`src/rtl/ale_pkg.sv`:
```
// Shared types and helpers for the atmospheric light estimator.
// Channel indices follow the tap packing order, so B occupies the LSBs.
package ale_pkg;

    localparam int unsigned CH_B = 0;
    localparam int unsigned CH_G = 1;
    localparam int unsigned CH_R = 2;
    localparam int unsigned NCH  = 3;

    typedef enum logic [1:0] {
        StIdle,
        StFinalize,
        StDivide,
        StPublish
    } ale_state_e;

    function automatic int unsigned frame_pix(int unsigned img_w, int unsigned img_h);
        return img_w * img_h;
    endfunction

    // LSB position of one colour channel of one tap inside the packed window
    function automatic int unsigned chan_lsb(int unsigned pw, int unsigned tap,
                                             int unsigned ch);
        return (tap * NCH + ch) * pw;
    endfunction

endpackage

```
`src/rtl/ale_recip_div.sv`:
```
// Restoring divider producing floor(2^INV_W / divisor), saturated to INV_W bits.
// It loads on start and asserts done for one cycle after INV_W+1 iterations.
module ale_recip_div #(
    parameter int unsigned PIXEL_W = 8,
    parameter int unsigned INV_W   = 14
) (
    input  logic               clk,
    input  logic               rst,
    input  logic               start,
    input  logic [PIXEL_W-1:0] divisor,
    output logic               done,
    output logic [INV_W-1:0]   quotient
);

    localparam int unsigned CNT_W = $clog2(INV_W + 2);
    localparam logic [CNT_W-1:0] ITERS = CNT_W'(INV_W + 1);

    logic [PIXEL_W-1:0] div_q;
    logic [PIXEL_W-1:0] rem_q;
    logic [INV_W:0]     quo_q;
    logic [CNT_W-1:0]   cnt_q;
    logic               done_q;

    logic [PIXEL_W:0] rem_sh;
    logic [PIXEL_W:0] rem_nx;
    logic             ge;

    always_comb begin
        // The dividend 2^INV_W has only its MSB set, which is shifted in first
        rem_sh = {rem_q, (cnt_q == ITERS)};
        ge     = (rem_sh >= {1'b0, div_q});
        rem_nx = ge ? (rem_sh - {1'b0, div_q}) : rem_sh;
    end

    always_ff @(posedge clk or posedge rst) begin
        if (rst) begin
            div_q  <= '0;
            rem_q  <= '0;
            quo_q  <= '0;
            cnt_q  <= '0;
            done_q <= 1'b0;
        end else begin
            done_q <= 1'b0;
            if (start) begin
                div_q <= divisor;
                rem_q <= '0;
                quo_q <= '0;
                cnt_q <= ITERS;
            end else if (cnt_q != '0) begin
                rem_q  <= rem_nx[PIXEL_W-1:0];
                quo_q  <= {quo_q[INV_W-1:0], ge};
                cnt_q  <= cnt_q - 1'b1;
                done_q <= (cnt_q == CNT_W'(1));
            end
        end
    end

    // The remainder is always below the divisor, so its top bit stays clear
    logic unused_rem_msb;
    assign unused_rem_msb = rem_nx[PIXEL_W];

    assign done     = done_q;
    assign quotient = quo_q[INV_W] ? '1 : quo_q[INV_W-1:0];

endmodule

```
`src/rtl/ale_frame.sv`:
```
// Frame-continuous atmospheric light estimator: tracks the brightest dark-channel
// window per frame, optionally IIR-smooths it, and publishes A and its reciprocal.
module ale_frame
    import ale_pkg::*;
#(
    parameter int unsigned PIXEL_W      = 8,
    parameter int unsigned NTAPS        = 9,
    parameter int unsigned IMG_W        = 512,
    parameter int unsigned IMG_H        = 512,
    parameter int unsigned INV_W        = 14,
    parameter int unsigned SMOOTH_SHIFT = 2,
    parameter int unsigned A_FLOOR      = 1
) (
    input  logic                         clk,
    input  logic                         rst,
    input  logic                         in_valid,
    input  logic [NTAPS*3*PIXEL_W-1:0]   in_window,
    input  logic                         cfg_smooth_en,
    output logic [PIXEL_W-1:0]           A_R,
    output logic [PIXEL_W-1:0]           A_G,
    output logic [PIXEL_W-1:0]           A_B,
    output logic [INV_W-1:0]             Inv_A_R,
    output logic [INV_W-1:0]             Inv_A_G,
    output logic [INV_W-1:0]             Inv_A_B,
    output logic                         a_valid,
    output logic [15:0]                  frame_count,
    output logic                         overrun
);

    localparam int unsigned FRAME_PIX = frame_pix(IMG_W, IMG_H);
    localparam int unsigned BEAT_W    = (FRAME_PIX > 1) ? $clog2(FRAME_PIX) : 1;
    localparam logic [BEAT_W-1:0] LAST_BEAT = BEAT_W'(FRAME_PIX - 1);

    typedef logic [PIXEL_W-1:0] pix_t;

    // Per-channel running minimum across the taps
    pix_t min_c [NCH][NTAPS];

    for (genvar c = 0; c < NCH; c++) begin : g_ch
        for (genvar t = 0; t < NTAPS; t++) begin : g_tap
            pix_t tap_v;
            assign tap_v = in_window[chan_lsb(PIXEL_W, t, c) +: PIXEL_W];
            if (t == 0) begin : g_first
                assign min_c[c][t] = tap_v;
            end else begin : g_next
                assign min_c[c][t] = (tap_v < min_c[c][t-1]) ? tap_v : min_c[c][t-1];
            end
        end
    end

    // Stage 1
    logic [BEAT_W-1:0] beat_q;
    logic              s1_valid_q;
    logic              s1_last_q;
    pix_t              s1_q [NCH];
    logic              is_last;

    assign is_last = in_valid && (beat_q == LAST_BEAT);

    always_ff @(posedge clk or posedge rst) begin
        if (rst) begin
            beat_q     <= '0;
            s1_valid_q <= 1'b0;
            s1_last_q  <= 1'b0;
            for (int c = 0; c < NCH; c++) s1_q[c] <= '0;
        end else begin
            s1_valid_q <= in_valid;
            s1_last_q  <= is_last;
            if (in_valid) begin
                beat_q <= is_last ? '0 : beat_q + 1'b1;
                for (int c = 0; c < NCH; c++) s1_q[c] <= min_c[c][NTAPS-1];
            end
        end
    end

    // Stage 2
    pix_t run_max_q;
    pix_t cand_q [NCH];
    pix_t dark;
    pix_t best [NCH];
    logic better;
    logic frame_end;

    always_comb begin
        dark = s1_q[0];
        for (int c = 1; c < NCH; c++) begin
            if (s1_q[c] < dark) dark = s1_q[c];
        end
    end

    assign better    = s1_valid_q && (dark > run_max_q);
    assign frame_end = s1_valid_q && s1_last_q;

    always_comb begin
        for (int c = 0; c < NCH; c++) best[c] = better ? s1_q[c] : cand_q[c];
    end

    always_ff @(posedge clk or posedge rst) begin
        if (rst) begin
            run_max_q <= '0;
            for (int c = 0; c < NCH; c++) cand_q[c] <= '0;
        end else if (frame_end) begin
            run_max_q <= '0;
            for (int c = 0; c < NCH; c++) cand_q[c] <= '0;
        end else if (better) begin
            run_max_q <= dark;
            for (int c = 0; c < NCH; c++) cand_q[c] <= s1_q[c];
        end
    end

    // Finalize arithmetic
    ale_state_e            state_q;
    logic                  first_frame_q;
    pix_t                  snap_q  [NCH];
    pix_t                  a_new_q [NCH];
    pix_t                  a_q     [NCH];
    logic [INV_W-1:0]      inv_q   [NCH];
    logic signed [PIXEL_W:0] diff  [NCH];
    logic signed [PIXEL_W:0] sum   [NCH];
    pix_t                  a_mix   [NCH];
    pix_t                  a_new   [NCH];

    always_comb begin
        for (int c = 0; c < NCH; c++) begin
            diff[c]  = $signed({1'b0, snap_q[c]}) - $signed({1'b0, a_q[c]});
            sum[c]   = $signed({1'b0, a_q[c]}) + (diff[c] >>> SMOOTH_SHIFT);
            a_mix[c] = (first_frame_q || !cfg_smooth_en) ? snap_q[c] : sum[c][PIXEL_W-1:0];
            a_new[c] = (a_mix[c] < pix_t'(A_FLOOR)) ? pix_t'(A_FLOOR) : a_mix[c];
        end
    end

    // The smoothed value always lands back in [0, 2^PIXEL_W)
    logic unused_sum_msb;
    assign unused_sum_msb = sum[0][PIXEL_W] ^ sum[1][PIXEL_W] ^ sum[2][PIXEL_W];

    // Dividers load the combinational A_new during FINALIZE
    logic                  div_start;
    logic [NCH-1:0]        div_done;
    logic [INV_W-1:0]      quo [NCH];

    assign div_start = (state_q == StFinalize);

    for (genvar c = 0; c < NCH; c++) begin : g_div
        ale_recip_div #(
            .PIXEL_W (PIXEL_W),
            .INV_W   (INV_W)
        ) u_div (
            .clk      (clk),
            .rst      (rst),
            .start    (div_start),
            .divisor  (a_new[c]),
            .done     (div_done[c]),
            .quotient (quo[c])
        );
    end

    always_ff @(posedge clk or posedge rst) begin
        if (rst) begin
            state_q       <= StIdle;
            first_frame_q <= 1'b1;
            a_valid       <= 1'b0;
            frame_count   <= '0;
            overrun       <= 1'b0;
            for (int c = 0; c < NCH; c++) begin
                snap_q[c]  <= '0;
                a_new_q[c] <= '0;
                a_q[c]     <= '0;
                inv_q[c]   <= '0;
            end
        end else begin
            a_valid <= 1'b0;
            if (frame_end && (state_q != StIdle)) overrun <= 1'b1;
            unique case (state_q)
                StIdle: begin
                    if (frame_end) begin
                        for (int c = 0; c < NCH; c++) snap_q[c] <= best[c];
                        state_q <= StFinalize;
                    end
                end
                StFinalize: begin
                    for (int c = 0; c < NCH; c++) a_new_q[c] <= a_new[c];
                    state_q <= StDivide;
                end
                StDivide: begin
                    if (&div_done) begin
                        for (int c = 0; c < NCH; c++) begin
                            a_q[c]   <= a_new_q[c];
                            inv_q[c] <= quo[c];
                        end
                        a_valid       <= 1'b1;
                        frame_count   <= frame_count + 16'd1;
                        first_frame_q <= 1'b0;
                        state_q       <= StPublish;
                    end
                end
                StPublish: state_q <= StIdle;
                default:   state_q <= StIdle;
            endcase
        end
    end

    assign A_R     = a_q[CH_R];
    assign A_G     = a_q[CH_G];
    assign A_B     = a_q[CH_B];
    assign Inv_A_R = inv_q[CH_R];
    assign Inv_A_G = inv_q[CH_G];
    assign Inv_A_B = inv_q[CH_B];

endmodule

```
`config.mk`:
```
export PLATFORM = sky130hd
export DESIGN_NAME = ale_frame
export DESIGN_NICKNAME = d
export VERILOG_FILES = /design/src/rtl/ale_pkg.sv /design/src/rtl/ale_recip_div.sv /design/src/rtl/ale_frame.sv
export SDC_FILE = /design/constraint.sdc
export NUM_CORES = 1
export LEC_CHECK = 0
export ABC_AREA = 1
export CORE_AREA = 2 2 224 226
export DETAILED_ROUTE_END_ITERATION = 12
export DIE_AREA = 0 0 226 228
export PLACE_DENSITY = 0.67
export SYNTH_ARGS = -nofsm -noshare
export SYNTH_HDL_FRONTEND = slang
export SYNTH_SLANG_ARGS = --single-unit
```
`constraint.sdc`:
```
create_clock -name clk -period 27.3 [get_ports clk]
set_clock_uncertainty 0.05 [all_clocks]
set_input_delay 5.46 -clock clk [delete_from_list [all_inputs] [get_ports clk]]
set_output_delay 5.46 -clock clk [all_outputs]
set_load 0.02 [all_outputs]
```
==> results of run 1 <==
routing by layer:
metal | wire length, um | share of wire | track usage
met5 | 26 | 0.00048 | 0
met4 | 1070 | 0.020 | 0.0501
met3 | 2780 | 0.051 | 0.0298
met2 | 25800 | 0.48 | 0.364
met1 | 24300 | 0.45 | 0.274
path summary, 6_finish.rpt:
kind / to
max: s1_q[5]
min: first_frame_q
max reg2reg: snap_q[16]
min reg2reg: first_frame_q
max in group asynchronous: g_div[1].u_div.quo_q[0]
min in group asynchronous: s1_q[2]
synthesized netlist by cell type (21+ instances only):
| cell | n |
|---|---|
| xor2_1 | 40 |
| inv_1 | 380 |
| ha_1 | 237 |
| nand2_4 | 39 |
| xnor2_1 | 26 |
| a211oi_1 | 21 |
| nand2_2 | 56 |
| nand3_1 | 191 |
| dfrtp_1 | 294 |
| a21oi_1 | 87 |
| nand2_1 | 715 |
| o21ai_0 | 317 |
| o22ai_1 | 45 |
| clkbuf_1 | 51 |
| nor2_1 | 230 |
worst max-delay path: cells and delay by family:
| kind | cells | cell delay [ns] |
|---|---|---|
| adders and majority gates | 8 | 2.41 |
| buffers and inverters | 2 | 0.51 |
| AOI/OAI and AO/OA | 23 | 7.51 |
| and+or+nand+nor | 18 | 2.32 |
where the power goes:
group / total (mW) / internal, mW / switching [mW] / leakage (nW)
Sequential: 0.525 / 0.489 / 0.0361 / 3.85
Combinational: 1.02 / 0.376 / 0.646 / 8.90
Clock: 0.437 / 0.262 / 0.176 / 0.536
area by class of cell:
class,count,area [sq um],share of cell area
clock buffer,45,918,0.0346
tap,672,841,0.0317
inverter,392,1490,0.0561
antenna,2,5.00,0.000189
timing repair buffer,314,3120,0.117
multi-input combinational,2168,12600,0.476
sequential,295,7380,0.278
clock inverter,13,151,0.00571
registers in the layout (all words and copies together), names as in the netlist, 2 cells and up:
register / cells
A_B: 8
A_G: 8
A_R: 8
Inv_A_B: 14
Inv_A_G: 14
Inv_A_R: 14
beat_q: 18
cand_q: 24
frame_count: 16
g_div.u_div.cnt_q: 12
g_div.u_div.div_q: 24
g_div.u_div.done: 3
g_div.u_div.quo_q: 45
g_div.u_div.rem_q: 24
run_max_q: 8
s1_q: 24
snap_q: 24
state_q: 2
cells by family (layout without fill, tap and decap cells):
group / count (synthesis) / after routing / share of synthesized area
compound gates: 552 / 552 / 0.142
xor+xnor: 66 / 66 / 0.0264
fa+ha+maj: 243 / 243 / 0.141
buf+inv: 471 / 764 / 0.0878
flops: 295 / 295 / 0.337
mux: 20 / 20 / 0.00913
other cells: 0 / 2 / 0
simple gates: 1287 / 1287 / 0.258
stage by stage:
stage / hold WS, ns / cells / power, mW
floorplan: 0.386 / 2934 / 1.32
global placement: 0.397 / 3841 / 1.50
detailed placement: 0.406 / 3841 / 1.55
CTS: 0.416 / 3899 / 1.99
global route: 0.454 / 3900 / 2.18
finish: 0.412 / 3901 / 1.98
==> reports/metrics.cfg, run 1 <==
[place]
gp_congestion = 0.960
dp_hpwl_um = 43100
io_buffers = 303
place_ws_ns = 9.00
dpl_cell_area_sq_mm = 0.0254

[drt]
vias_per_cell = 5.13
ant_nets = 0
drcViolationCount = 0
routed_wl_um = 54000
first_pass_iters = 6
drt_first_iter_violations = 1055
avgRoutedWirePerCell_um = 13.9
dr_total_vias = 20000

[setup_path]
reg2reg_slack_ns = 21.10
worstPathRequired_ns = 27.73
crit_path_max_incr_delay_ns = 0.71
crit_fanout = 15
critPathLaunchType = primary input
reg2reg_from = s1_q[15]
reg2regPathDepth = 21
endpoint_kind = register
cp.arrival_ns = 18.20
crit_path_start = in_window[23]
critPathSlowestCell = a211oi_1
path_class = in -> reg

[die]
io_pins = 304
rows = 82
die_x_um = 226
coreArea_sq_mm = 0.0493
die_area_sq_mm = 0.0515
die_y_um = 228
initial_core_util = 0.444

[synth]
ys_ff_latch = 295
synth.yosys.seq_area_share = 0.337
syn_area_sq_mm = 0.0219
yosysTopAreaCell = dfrtp_1
syn_inst = 2934
ys_async_sr_fraction = 1.00
synth_flop_cell = dfrtp_1
yosys-top-cells-area = dfrtp_1 (34%), ha_1 (14%), nand2_1 (12%)
synth_edf_count = 0
ys_types = 48
avgSynthCellArea_sq_um = 7.47
synth_nets = 3397
synth_warnings = 0
netlist.area_leader.share = 0.336

[pwr]
peakVddDrop_mv = 0.0565
p_leak_nw = 13.3
powerDensity_mw_per_mm2 = 74.8

[cells_and_area]
layout-drive-gt1-share = 0.0558
fin_util = 0.537
final_area_sq_mm = 0.0265
area_delta_synth_final_pct = 20.9
final_common_cell = nand2_1
fillers = 4639
layout_common_cells = nand2_1 (715), inv_1 (379), o21ai_0 (317), clkdlybuf4s50_1 (303), dfrtp_1 (294)
layout.nets = 3665

[clock_tree]
post_cts_buffers = 0
hold_buffers = 0
cts_htree_levels = 1
numCtsBuffers = 31
cts-resized-gates = 0
numClockSinks = 295
cts_tree = yes
clockBufferDepth = 3
insertion_delay_ns = 0.56
clk_pin_slew_worst_paths_ns = 0.06
clock_tree.root_cell = clkbuf_16

[timing]
fin_crit_ns = 17.77
hold_viol = 0
slew_viol_final = 0
worst_slack_ns = 9.53
finalSetupTns_ns = 0
post-route-period-util = 0.651
tightest_slew_ns = 0.995
maxSlewHeadroom = 0.335
rsz0062_at_grt = no
setup_viol = 0
fmax_mhz = 56.3

[global_routing]
track_usage = 0.210
grt_pass1_wl_um = 91800
antenna_found_initial = 6
overflow = 0
grt_max_degree = 100
first_global_vias = 19800

[status]
outcome = completed

[min_path]
hp-class = reg -> reg
worstHoldStart = first_frame_q
hold_path_depth = 2

[run]
max-cap-violations = 0

Note: power is estimated with default switching activity, not from simulation.
==> run 2, diff against run 1 <==
==> constraint.sdc (replaced) <==
create_clock -name clk -period 18.4 [get_ports clk]
set_clock_uncertainty 0.05 [all_clocks]
set_input_delay 3.68 -clock clk [delete_from_list [all_inputs] [get_ports clk]]
set_output_delay 3.68 -clock clk [all_outputs]
set_load 0.02 [all_outputs]
==> run 2 against run 1 <==
Effect of this change:
- worst hold slack worse by 0.0029 ns
- utilization increased by 0.12 points
- critical endpoint unchanged
- die area did not move
- critical path type unchanged
- non-clock buffer count is the same
- final cell count barely moved
- design area grew 0.22%
- sequential cell count unchanged
- worst setup slack got worse by 7.3 ns
- critical path depth stayed put
- wire length shrank 0.53%
- largest cell class unchanged
==> reports/metrics.cfg, run 2 (synthesis gave the netlist of run 1 again) <==
[place]
dpl_cell_area_sq_mm = 0.0254
gp_congestion = 0.957
dp_cells = 3841
io_buffers = 303
dp_hpwl_um = 42500
place_ws_ns = 1.87

[die]
die_x_um = 226
die_y_um = 228
rows = 82
initial_core_util = 0.444
die_area_sq_mm = 0.0515
io_pins = 304
coreArea_sq_mm = 0.0493

[clock_tree]
clock_tree.root_cell = clkbuf_16
post_cts_buffers = 0
clk_pin_slew_worst_paths_ns = 0.06
cts_htree_levels = 2
insertion_delay_ns = 0.51
cts-resized-gates = 0
hold_buffers = 0
cts_tree = yes
clockBufferDepth = 3
numCtsBuffers = 34
numClockSinks = 295

[setup_path]
critPathSlowestCell = a211oi_1
crit_fanout = 15
worstPathRequired_ns = 18.80
critPathLaunchType = primary input
cp.arrival_ns = 16.56
crit_buf_inv = 2
path_class = in -> reg
r2r_end = snap_q[16]
reg2regPathDepth = 24
crit_path_max_incr_delay_ns = 0.70
endpoint_kind = register
crit_family = compound AO/OA/AOI/OAI gates
reg2reg_from = s1_q[9]
reg2reg_slack_ns = 12.21

[timing]
hold_viol = 0
setup_viol = 0
worst_slack_ns = 2.24
finalSetupTns_ns = 0
tightest_slew_ns = 1.14
hold_slack_ns = 0.409
slew_viol_final = 0
maxSlewHeadroom = 0.240
rsz0062_at_grt = no
post-route-period-util = 0.878
fmax_mhz = 61.9
fin_crit_ns = 16.16

[global_routing]
grt_max_degree = 100
antenna_found_initial = 9
overflow = 0
grt_pass1_wl_um = 91500
track_usage = 0.210
first_global_vias = 19600

[pwr]
peakVddDrop_mv = 0.115
p_leak_nw = 13.3
power_mw = 2.97
powerDensity_mw_per_mm2 = 112

[min_path]
hp-class = reg -> reg
worstHoldStart = first_frame_q
hold-path-endpoint = first_frame_q
hold_path_depth = 2

[cells_and_area]
final_common_cell = nand2_1
fillers = 4580
layout.nets = 3668
fin_util = 0.539
largest_reg_flops = 45
layout_common_cells = nand2_1 (715), inv_1 (379), o21ai_0 (317), clkdlybuf4s50_1 (303), dfrtp_1 (294)
layout-drive-gt1-share = 0.0564
final_area_sq_mm = 0.0266
largest-register = g_div.u_div.quo_q
area_delta_synth_final_pct = 21.2
final_cells = 3904

[drt]
drt_first_iter_violations = 1029
first_pass_iters = 5
ant_nets = 0
vias_per_cell = 5.07
drcViolationCount = 0
avgRoutedWirePerCell_um = 13.8
dr_total_vias = 19800
routed_wl_um = 53800

[status]
outcome = completed

[run]
max-cap-violations = 0

[run 2: where the power goes]
group	switching [mW]	internal (mW)
combinational	0.954	0.557
clock	0.269	0.406
sequential	0.0537	0.726
total	1.28	1.69
[run 2: layer usage]
metal  routed length, um  vias to the layer above  track usage
met5                  53                        -            0
met3                2570                       93       0.0344
li1                    -                    10200            -
met4                1220                        8       0.0565
met2               25300                      393        0.358
met1               24600                     9110        0.274
[run 2: tightest hold or removal path: stages (launching register included)]
cell     delay (ns)
dfstp_2        0.36
inv_1          0.05
nor2_1         0.05
[run 2: layout make-up]
type,count,area [sq um],area share
repair buffers,314,3120,0.117
multi-input cells,2168,12600,0.475
clock inverters,13,134,0.00504
flip-flops and latches,295,7380,0.278
diodes,3,7.51,0.000282
clock buffers,47,991,0.0373
inverters,392,1490,0.0559
well taps,672,841,0.0316
[run 2: how the worst max path moves through the flow]
stage | start | endpoint | slack [ns] | cells after the start
after global routing | in_window[21] | s1_q[6] | 1.08 | 51
final | in_window[23] | s1_q[5] | 2.24 | 51
after global placement | in_window[21] | s1_q[5] | 2.23 | 51
after CTS | in_window[23] | s1_q[5] | 2.36 | 51
after detailed placement | in_window[23] | s1_q[5] | 1.87 | 51
after floorplan | in_window[23] | s1_q[0] | 4.01 | 57
